`config.mk`:
```
export PLATFORM = sky130hd
export DESIGN_NAME = core_seq_ctrl
export DESIGN_NICKNAME = d
export VERILOG_FILES = /design/src/rtl/core_seq_ctrl.sv
export SDC_FILE = /design/constraint.sdc
export NUM_CORES = 1
export LEC_CHECK = 0
export CAP_MARGIN = 10
export CORE_MARGIN = 2
export CORE_UTILIZATION = 38
export CTS_CLUSTER_SIZE = 10
export DETAILED_ROUTE_END_ITERATION = 10
export GPL_TIMING_DRIVEN = 0
export PLACE_DENSITY = 0.64
export SLEW_MARGIN = 20
export SYNTH_ARGS = -nofsm -noshare
export SYNTH_HDL_FRONTEND = slang
export SYNTH_SLANG_ARGS = --single-unit
```
`constraint.sdc`:
```
create_clock -name i_clk -period 2.3 [get_ports i_clk]
set_input_delay 0.46 -clock i_clk [delete_from_list [all_inputs] [get_ports i_clk]]
set_output_delay 0.46 -clock i_clk [all_outputs]
set_load 0.01 [all_outputs]
```
`src/rtl/core_seq_ctrl.sv`:
```
// rtl/core_seq_ctrl.sv - multi-cycle stage sequencer for the single-issue core
//
// Steps each instruction through FETCH, DECODE, EXEC, optional MEM and WB,
// issuing one-cycle stage enables and handling imem/dmem request/ready
// handshakes, run/halt control and a retired-instruction counter.
//
// Optional feature: define SEQ_TIMEOUT_EN to bound FETCH/MEM waits to
// TIMEOUT_CYCLES; an expired wait moves the sequencer into a sticky FAULT.
// Without it waits are unbounded and o_fault is always 0.
//
// Ports:
//   i_clk, i_reset          clock, synchronous active-high reset
//   i_run                   level, 1 = execute instructions
//   i_halt_req              request halt after the current instruction retires
//   i_imem_ready            instruction memory data valid (honoured in FETCH)
//   i_is_mem_op             decoded op is load/store (sampled in DECODE)
//   i_dmem_ready            data access complete (honoured in MEM)
//   o_imem_req, o_dmem_req  memory requests
//   o_en_IF..o_en_WB        mutually exclusive one-cycle stage strobes
//   o_state                 current state encoding
//   o_busy, o_halted, o_fault  status
//   o_instr_count           retired instructions, wraps

module core_seq_ctrl #(
  parameter int COUNT_W        = 32,
  parameter int TIMEOUT_CYCLES = 255
) (
  input  logic               i_clk,
  input  logic               i_reset,
  input  logic               i_run,
  input  logic               i_halt_req,
  input  logic               i_imem_ready,
  input  logic               i_is_mem_op,
  input  logic               i_dmem_ready,
  output logic               o_imem_req,
  output logic               o_dmem_req,
  output logic               o_en_IF,
  output logic               o_en_ID,
  output logic               o_en_EX,
  output logic               o_en_MEM,
  output logic               o_en_WB,
  output logic [2:0]         o_state,
  output logic               o_busy,
  output logic               o_halted,
  output logic               o_fault,
  output logic [COUNT_W-1:0] o_instr_count
);

  typedef enum logic [2:0] {
    S_IDLE   = 3'd0,
    S_FETCH  = 3'd1,
    S_DECODE = 3'd2,
    S_EXEC   = 3'd3,
    S_MEM    = 3'd4,
    S_WB     = 3'd5,
    S_HALT   = 3'd6,
    S_FAULT  = 3'd7
  } state_e;

  if (COUNT_W < 1 || TIMEOUT_CYCLES < 1) begin : g_param_check
    $error("core_seq_ctrl: COUNT_W and TIMEOUT_CYCLES must be at least 1");
  end

  state_e             state_q, state_d;
  logic               halt_pending_q, halt_pending_d;
  logic               mem_pending_q, mem_pending_d;
  logic [COUNT_W-1:0] count_q, count_d;
  logic               wait_expired;

`ifdef SEQ_TIMEOUT_EN
  localparam int WAIT_W = $clog2(TIMEOUT_CYCLES + 1);

  logic [WAIT_W-1:0] wait_q, wait_d;
  logic              waiting;

  // A wait cycle is a FETCH/MEM cycle whose matching ready is low.
  assign waiting = ((state_q == S_FETCH) && !i_imem_ready) ||
                   ((state_q == S_MEM)   && !i_dmem_ready);

  // wait_q counts previous wait cycles, so this fires on the
  // TIMEOUT_CYCLES-th consecutive wait cycle; ready high wins because
  // waiting is then 0.
  assign wait_expired = waiting && (wait_q == WAIT_W'(TIMEOUT_CYCLES - 1));

  always_comb begin
    wait_d = wait_q;
    if (state_d != state_q) begin
      wait_d = '0;
    end else if (waiting) begin
      wait_d = wait_q + 1'b1;
    end
  end

  always_ff @(posedge i_clk) begin
    if (i_reset) begin
      wait_q <= '0;
    end else begin
      wait_q <= wait_d;
    end
  end
`else
  assign wait_expired = 1'b0;
`endif

  // State register plus the datapath flops that move with it.
  always_ff @(posedge i_clk) begin
    if (i_reset) begin
      state_q        <= S_IDLE;
      halt_pending_q <= 1'b0;
      mem_pending_q  <= 1'b0;
      count_q        <= '0;
    end else begin
      state_q        <= state_d;
      halt_pending_q <= halt_pending_d;
      mem_pending_q  <= mem_pending_d;
      count_q        <= count_d;
    end
  end

  // Next-state logic.
  always_comb begin
    state_d = state_q;
    unique case (state_q)
      S_IDLE: begin
        if (i_halt_req) begin
          state_d = S_HALT;
        end else if (i_run) begin
          state_d = S_FETCH;
        end
      end
      S_FETCH: begin
        if (i_imem_ready) begin
          state_d = S_DECODE;
        end else if (wait_expired) begin
          state_d = S_FAULT;
        end
      end
      S_DECODE: state_d = S_EXEC;
      S_EXEC:   state_d = mem_pending_q ? S_MEM : S_WB;
      S_MEM: begin
        if (i_dmem_ready) begin
          state_d = S_WB;
        end else if (wait_expired) begin
          state_d = S_FAULT;
        end
      end
      S_WB: begin
        // A halt request arriving in WB itself is taken at this retirement.
        if (halt_pending_q || i_halt_req) begin
          state_d = S_HALT;
        end else if (!i_run) begin
          state_d = S_IDLE;
        end else begin
          state_d = S_FETCH;
        end
      end
      S_HALT: begin
        if (!i_run) begin
          state_d = S_IDLE;
        end
      end
      S_FAULT: state_d = S_FAULT;
      default: state_d = S_IDLE;
    endcase
  end

  // Sticky halt request, mem-op latch and retirement counter.
  always_comb begin
    halt_pending_d = halt_pending_q;
    if (i_halt_req && (state_q inside {S_FETCH, S_DECODE, S_EXEC, S_MEM, S_WB})) begin
      halt_pending_d = 1'b1;
    end
    if (state_d == S_HALT) begin
      halt_pending_d = 1'b0;
    end

    mem_pending_d = (state_q == S_DECODE) ? i_is_mem_op : mem_pending_q;

    count_d = count_q;
    if (state_q == S_WB) begin
      count_d = count_q + 1'b1;
    end
  end

  // Output decode; IF and MEM strobes follow ready combinationally.
  always_comb begin
    o_imem_req = 1'b0;
    o_dmem_req = 1'b0;
    o_en_IF    = 1'b0;
    o_en_ID    = 1'b0;
    o_en_EX    = 1'b0;
    o_en_MEM   = 1'b0;
    o_en_WB    = 1'b0;
    unique case (state_q)
      S_FETCH: begin
        o_imem_req = 1'b1;
        o_en_IF    = i_imem_ready;
      end
      S_DECODE: o_en_ID = 1'b1;
      S_EXEC:   o_en_EX = 1'b1;
      S_MEM: begin
        o_dmem_req = 1'b1;
        o_en_MEM   = i_dmem_ready;
      end
      S_WB:     o_en_WB = 1'b1;
      default: ;
    endcase
  end

  assign o_state       = state_q;
  assign o_busy        = !(state_q inside {S_IDLE, S_HALT, S_FAULT});
  assign o_halted      = (state_q == S_HALT);
  assign o_fault       = (state_q == S_FAULT);
  assign o_instr_count = count_q;

endmodule

```
== After elaboration in Yosys (flattened, before gate mapping) ==
Index checks and enable logic that the tools add are counted.

* Input port bits: 7
* Register bits: 37
* Output and inout bits: 45

* Muxes and demuxes: 16
* Equal/unequal tests: 8
* Add/subtract/negate cells: 1
* Reduce and logical (&&, ||, !) cells: 7

{| class="wikitable"
|+ Operators with widths
! kind !! count
|-
| $add A32 B1 Y32 const B || 1
|-
| $pmux W3 S8 || 1
|-
| $mux W3 || 6
|-
| $eq A3 B3 Y1 const B || 5
|-
| $mux W1 || 9
|-
| $eq A3 B2 Y1 const B || 2
|-
| $reduce_bool A5 Y1 || 1
|-
| $eq A3 B1 Y1 const B || 1
|-
| $logic_not A3 Y1 || 1
|-
| $reduce_bool A3 Y1 || 1
|-
| $reduce_or A2 Y1 || 1
|-
| $logic_and A1 B1 Y1 || 1
|-
| $logic_not A1 Y1 || 1
|-
| $logic_or A1 B1 Y1 || 1
|}

== Depth between registers and ports, before layout ==
Gate-level depths: netlist (run 1).

* Depth after elaboration: 5
* Gate-level depth with buffers: 7
* Mapped depth without buffers: 5

== Least setup slack after synthesis (run 1) ==
No wires, ideal clock.

* Path kind: flip-flop to flip-flop
* Start point: register count_q[0], in the netlist o_instr_count[0]
* End point: register count_q[26], in the netlist o_instr_count[26]
* Buffers on the path: 1
* Cell stages (with the launch flop): 7
* Path slack: 0.233 ns
* Period minus slack after synthesis: 2.067 ns
* Data arrival time: 1.996 ns
* Setup time: 0.070 ns
* Cell sequence: dfxtp_1 ha_1 nand2_1 or4_1 buf_2 or4_1 a21oi_1

* Cells in the longest elaborated chain, start to end: 1

{| class="wikitable"
|+ Ends and longest elaborated chain
! item !! RTL line !! source
|-
| start: declaration || 67 || <nowiki>logic [COUNT_W-1:0] count_q, count_d;</nowiki>
|-
| start signal: assignment || 116 || <nowiki>count_q <= count_d;</nowiki>
|-
| $add A32 B1 Y32 || 181 || <nowiki>count_d = count_q + 1'b1;</nowiki>
|}

Every way passes these cells.
A chain may end at the register's enable or synchronous reset.

== Worst setup path after layout (run 1) ==
* Start point: input i_dmem_ready
* End point: output o_en_MEM

* Cells in the longest elaborated chain, start to end: 1

{| class="wikitable"
|+ Ends and longest elaborated chain
! item !! RTL line !! source
|-
| start: declaration || 34 || <nowiki>input logic i_dmem_ready,</nowiki>
|-
| $mux W1 || 194 || <nowiki>unique case (state_q)</nowiki>
|-
| end: declaration || 40 || <nowiki>output logic o_en_MEM,</nowiki>
|}

Every way passes these cells.

==> results of run 1 <==
cell families after synthesis:
kind of cell / Yosys count / share of synthesized area (%)
buf+inv: 23 / 5.448
xor+xnor: 8 / 3.721
mux: 2 / 1.130
fa+ha+maj: 1 / 0.6643
compound gates: 59 / 18.67
simple gates: 97 / 31.03
flops: 37 / 39.34
path summary, 6_finish.rpt:
path | end | start | cells past startpoint | slack, ps
max | o_en_MEM | i_dmem_ready | 3 | 90
min | o_instr_count[1] | o_instr_count[1] | 2 | 480
max reg2reg | o_instr_count[26] | o_instr_count[0] | 6 | 110
min reg2reg | o_instr_count[1] | o_instr_count[1] | 2 | 480
report_power, final:
group	internal (µW)	switching [µW]
logic	243	212
registers	679	48.5
clock network	215	219
total	1140	480
worst register-to-register path: cells and delay by family, from the launching register on:
family                   cells  cell delay [ps]
AO/OA/AOI/OAI                1              150
adder cells (fa/ha/maj)      1              190
buffers and inverters        1              220
flip-flops                   1              360
AND/OR/NAND/NOR              3             1200
state kept, by name, indices dropped and copies added (netlist names):
register / cells
o_state: 3
mem_pending_q: 1
o_instr_count: 32
halt_pending_q: 1
metrics by stage:
| step | setup TNS (ps) | hold slack, ps |
|---|---|---|
| 2_1_floorplan | 0 | 460.2 |
| 3_3_place_gp | 0 | 483.1 |
| 3_5_place_dp | -57.15 | 490.0 |
| 4_1_cts | 0 | 504.4 |
| 5_1_grt | -8.093 | 523.0 |
| 6_report | 0 | 483.7 |
final cells by class:
cell class | count | area [µm²]
fill | 471 | 2153
tap | 67 | 83.83
inverter | 9 | 33.78
sequential | 37 | 748.2
clock buffer | 8 | 80.08
buffer | 14 | 81.33
multi-input combinational | 167 | 1074
timing repair buffer | 50 | 500.5
repair_timing:
action,4_1_cts,5_1_grt
setup endpoints to repair,12,18
resized for setup,9,16
endpoints found under the hold margin,0,0
pin swaps,0,0
cloned,0,0
metal layers:
metal  GRT usage [%]  wire, µm
met1           26.14      2386
met5               0         0
met3           4.336       217
met2           27.24      2119
met4           6.746        71
synth_stat cells, types with 3 or more instances:
cell | count | area [µm²]
and4_1 | 3 | 26.28
nor3_1 | 5 | 25.02
or4_1 | 11 | 82.58
o41ai_1 | 3 | 26.28
inv_1 | 9 | 33.78
nand2_1 | 16 | 60.06
o21ai_0 | 9 | 45.04
nand4_1 | 6 | 37.54
dfxtp_1 | 37 | 740.7
and2_1 | 3 | 18.77
nor2_1 | 14 | 52.55
clkbuf_1 | 10 | 37.54
o31ai_1 | 11 | 82.58
xnor2_1 | 6 | 52.55
a21oi_1 | 30 | 150.1
nand3_1 | 7 | 35.03
or3_1 | 10 | 62.56
nor4_1 | 6 | 37.54
==> metrics.md, run 1 <==
| Metric | Value |
|---|---|
| Outcome | `finished clean` |
| ANT cells | `0` |
| PnR Total Power | `1617 µW` |
| H-tree depth | `2` |
| Post-route core utilization | `54.71%` |
| Most frequent cells in the layout | `50 x clkdlybuf4s50_1, 33 x dfxtp_1, 30 x a21oi_1` |
| YS warnings | `0` |
| Final worst slack | `89.24 ps` |
| Worst Path Buf+Inv | `2` |
| Postcts setup bufs | `0` |
| Leak | `0.0008177 µW` |
| Seq/Total Area, Yosys | `39.34%` |
| TritonCTS Buffers | `5` |
| Clock skew after layout | `6.797 ps` |
| Post-synth EDFFs | `0` |
| Max incr delay on CP | `590 ps` |
| Clock Pin Slew Worst Setup and Hold Paths | `60 ps` |
| # hold bufs at CTS | `0` |
| Total GRT Usage | `18.42%` |
| Die Height | `74.40 µm` |
| Largest net degree at the start of global routing | `11` |
| Io pins | `52` |
| Skew-Pair Late Insertion Delay | `290 ps` |
| Layout Area Growth over Synthesis | `38.14%` |
| Initial core utilization | `39.61%` |
| Die area | `0.005535 mm²` |
| Syn avg cell area | `8.295 µm²` |
| Final Instance Count excl. Fillers | `352` |
| Root Driver | `clkbuf_8` |
| Synthesized flop and latch total | `37` |
| Min Tclk post-route | `2211 ps` |
| Most Frequent Cell on Critical Path | `clkdlybuf4s50_1` |
| First-pass GRT wire length | `7872 µm` |
| Pre-CTS WS | `-25.68 ps` |
| Routed wire length | `4796 µm` |
| Maximum VDD drop | `0.4517 mV` |
| Pre-antenna DRT Iters | `4` |
| Synth Flop Type | `dfxtp_1` |
| Critical path's slowest cell | `clkdlybuf4s50_1` |
| Vias per cell | `5.338` |
| Layout net count | `292` |
| Placer Congestion | `0.8390` |
| Post-synthesis cell area | `0.001883 mm²` |
| Routed vias | `1879` |
| Synth unique cells | `41` |
| Cell count after synthesis | `227` |
| Core Region | `0.004755 mm²` |
| Final setup vio count | `0` |
| Max-slew violations | `0` |
| Post-DRT Antenna Nets | `0` |
| Post-DP Area | `0.002467 mm²` |
| Rows | `25` |
| Die X-Extent | `74.40 µm` |
| Max Cap Violations | `0` |
| Clk buf depth | `2` |
| Final Instance Area | `0.002601 mm²` |
| Least-Margin Pin Slew | `548.8 ps` |
| Hold Crit Class | `reg2reg` |
| Drc violations | `0` |
| Wire length per cell | `13.63 µm` |
| Placed cells | `344` |
| Async SR Flop Fraction | `0%` |
| Power per cell area | `621.7 mW/mm²` |
| Endpoints failing hold | `0` |
| Crit-path leading delay family | `buffers and inverters` |
| Slew HR | `63.41%` |
| Clock Sinks | `37` |
| Worst setup SP type | `input port` |
| Initial DRC count | `129` |
| Vias in the first global route | `1636` |
| Worst EP required | `1840 ps` |
| CP arrival | `1750 ps` |
| Buffers on Ports | `50` |
| CTS tree | `built` |
| Crit. End Element | `output pin` |
| Crit-path cells | `clkdlybuf4s50_1, nor4bb_2, clkdlybuf4s50_1` |
| Hpwl dp | `3353 µm` |
| Post-Syn Nets | `235` |
| Commonest non-fill, non-tap cell in the layout | `clkdlybuf4s50_1` |
| Initial antenna violation count | `0` |
| Final Cycle Share | `96.12%` |
| Layout cell share with drive strength beyond 1 | `10.18%` |
| Fmax | `452.3 MHz` |
| GR Overflow Total | `0` |
| Crit Path Max Fanout | `2` |
| Critical path class | `in2out` |
No activity file was read; power rests on OpenSTA's default activity.
==> inputs of run 2 (changes only) <==
Settings changed: CAP_MARGIN 10 to 15, GPL_TIMING_DRIVEN 0 to unset.
==> run 2 against run 1 <==
Sequential power fell by 4.4%. Worst setup slack better by 11 ps. Via count down 0.32%. Final cell count rose by 1.1%. First-iteration DRC count down 31%. Fmax is 0.52% higher. Non-clock buffer count rose by 4. Total power is 9.8% higher. Critical endpoint unchanged. Critical path type is now reg2out. Critical path depth unchanged. Flip-flop and latch count unchanged.
==> metrics.md, run 2 (same netlist as run 1, synthesis figures left out) <==
| Metric | Value |
|---|---|
| Post-DRT Antenna Nets | `0 (unchanged)` |
| Power per cell area | `663.6 mW/mm² (+6.8%)` |
| Initial DRC count | `89 (-31%)` |
| Rows | `25 (unchanged)` |
| Max reg flops | `32 (unchanged)` |
| Initial antenna violation count | `0 (unchanged)` |
| Slew HR | `69.79% (+6.4 points)` |
| Buffers on Ports | `51 (+2.0%)` |
| Most frequent cells in the layout | `51 x clkdlybuf4s50_1, 37 x dfxtp_1, 30 x a21oi_1` |
| CP arrival | `1740 ps (about the same)` |
| Max-slew violations | `0 (unchanged)` |
| CTS tree | `built` |
| Hpwl dp | `3198 µm (-4.6%)` |
| Worst hold margin | `498.7 ps (+15.04 ps)` |
| ANT cells | `0 (unchanged)` |
| Leak | `0.0008775 µW (+7.3%)` |
| RSZ-0062 raised after global routing | `true` |
| Maximum VDD drop | `0.3163 mV (-30%)` |
| Least-Margin Pin Slew | `449.0 ps (-99.80 ps)` |
| Die area | `0.005535 mm² (unchanged)` |
| Vias in the first global route | `1629 (-0.43%)` |
| Layout cell share with drive strength beyond 1 | `10.73% (+0.55 points)` |
| Initial core utilization | `39.61% (unchanged)` |
| Wire length per cell | `12.76 µm (-6.3%)` |
| Max Cap Violations | `0 (unchanged)` |
| Fillers | `461 (-2.1%)` |
| Die Height | `74.40 µm (unchanged)` |
| Setup_tns | `0 ps (unchanged)` |
| Hold Crit Class | `reg2reg` |
| TritonCTS Buffers | `5 (unchanged)` |
| Critical path class | `reg2out` |
| Min Tclk post-route | `2199 ps (-11.35 ps)` |
| Drc violations | `0 (unchanged)` |
| Outcome | `finished clean` |
| Placer Congestion | `0.7772 (-7.4%)` |
| Io pins | `52 (unchanged)` |
| Final Cycle Share | `95.63% (-0.49 points)` |
| Final setup vio count | `0 (unchanged)` |
| Worst setup SP type | `flip-flop` |
| Routed vias | `1873 (-0.32%)` |
| GR Overflow Total | `0 (unchanged)` |
| Largest net degree at the start of global routing | `26 (+15)` |
| Clock Sinks | `37 (unchanged)` |
| Worst EP required | `1840 ps (about the same)` |
| Routed wire length | `4543 µm (-5.3%)` |
| Multi-input logic area | `0.001064 mm² (-0.93%)` |
| Clk buf depth | `2 (unchanged)` |
| Layout net count | `296 (+1.4%)` |
| Total GRT Usage | `17.07% (-1.3 points)` |
| Pre-antenna DRT Iters | `4 (unchanged)` |
| Layout Area Growth over Synthesis | `42.13%` |
| Clock Pin Slew Worst Setup and Hold Paths | `70 ps (about the same)` |
| H-tree depth | `2 (unchanged)` |
| First-pass GRT wire length | `7396 µm (-6.0%)` |
| Core Region | `0.004755 mm² (unchanged)` |
| Endpoints failing hold | `0 (unchanged)` |
| Clock skew after layout | `8.935 ps (+2.138 ps)` |
| Skew-Pair Late Insertion Delay | `290 ps (about the same)` |
| Fmax | `454.7 MHz (+0.52%)` |
| Vias per cell | `5.261 (-1.4%)` |
| Root Driver | `clkbuf_8` |
| Storage element area | `740.7 µm² (-1.0%)` |
| Crit Path Max Fanout | `12 (+10)` |
| Crit. End Element | `output pin` |
| Commonest non-fill, non-tap cell in the layout | `clkdlybuf4s50_1` |
| Die X-Extent | `74.40 µm (unchanged)` |
==> run 2: changes by cell type in the layout (fill, tap and decap cells not counted), moves of 2 or more <==
cell	delta
dfxtp_2	-3
o31ai_2	-3
clkbuf_1	-7
dfxtp_1	+4
o31ai_1	+3
clkbuf_2	-2
buf_2	-3
buf_4	+16
buf_6	-2
==> run 2: worst paths after layout <==
kind | startpoint | slack [ps] | endpoint | cells after the start
worst max-delay path | o_state[2] | 100 | o_en_MEM | 3
worst min-delay path | o_instr_count[28] | 500 | o_instr_count[28] | 2
worst max register to register | o_instr_count[1] | 280 | o_instr_count[14] | 6
worst min register to register | o_instr_count[28] | 500 | o_instr_count[28] | 2
==> run 2: timing repair <==
item,4_1_cts,5_1_grt
gates resized for setup,0,4
hold buffers,0,0
setup endpoints to repair,0,9
setup buffers,0,0
==> run 2: layer usage <==
metal | vias to the layer above | share of wire (%) | global-route usage [%]
met4 | 0 | 1.4 | 5.952
met3 | 6 | 4.4 | 4.743
li1 | 966 | - | -
met2 | 34 | 47 | 28.12
met1 | 867 | 47 | 21.48
met5 | - | 0 | 0
==> run 2: worst max-delay path: stages (launching register included) <==
cell	delay, ps
dfxtp_1	370
buf_4	200
nor4bb_4	310
clkdlybuf4s50_1	570
==> run 2: final cells by class <==
type	count	area share, %
multi-input cells	167	39.74
inverters	9	1.262
clock inverters	1	1.122
flip-flops and latches	37	27.68
clock buffers	7	3.226
well taps	67	3.132
repair buffers	68	23.84
==> run 2: where the power goes <==
part / switching (µW) / internal [µW]
combinational: 240 / 258
clock: 228 / 353
sequential: 23.3 / 673
==> run 2: stage by stage <==
step | cells | area, µm² | worst slack (ps) | power (µW) | util (%)
after floorplan | 227 | 1883 | 233.1 | 978.1 | -
after global placement | 348 | 2536 | 71.65 | 1191 | 53.34
after detailed placement | 348 | 2536 | 46.25 | 1194 | 53.34
after CTS | 356 | 2653 | 10.41 | 1782 | 55.79
after global routing | 356 | 2676 | -10.67 | 1865 | 56.29
final | 356 | 2676 | 100.6 | 1776 | 56.29
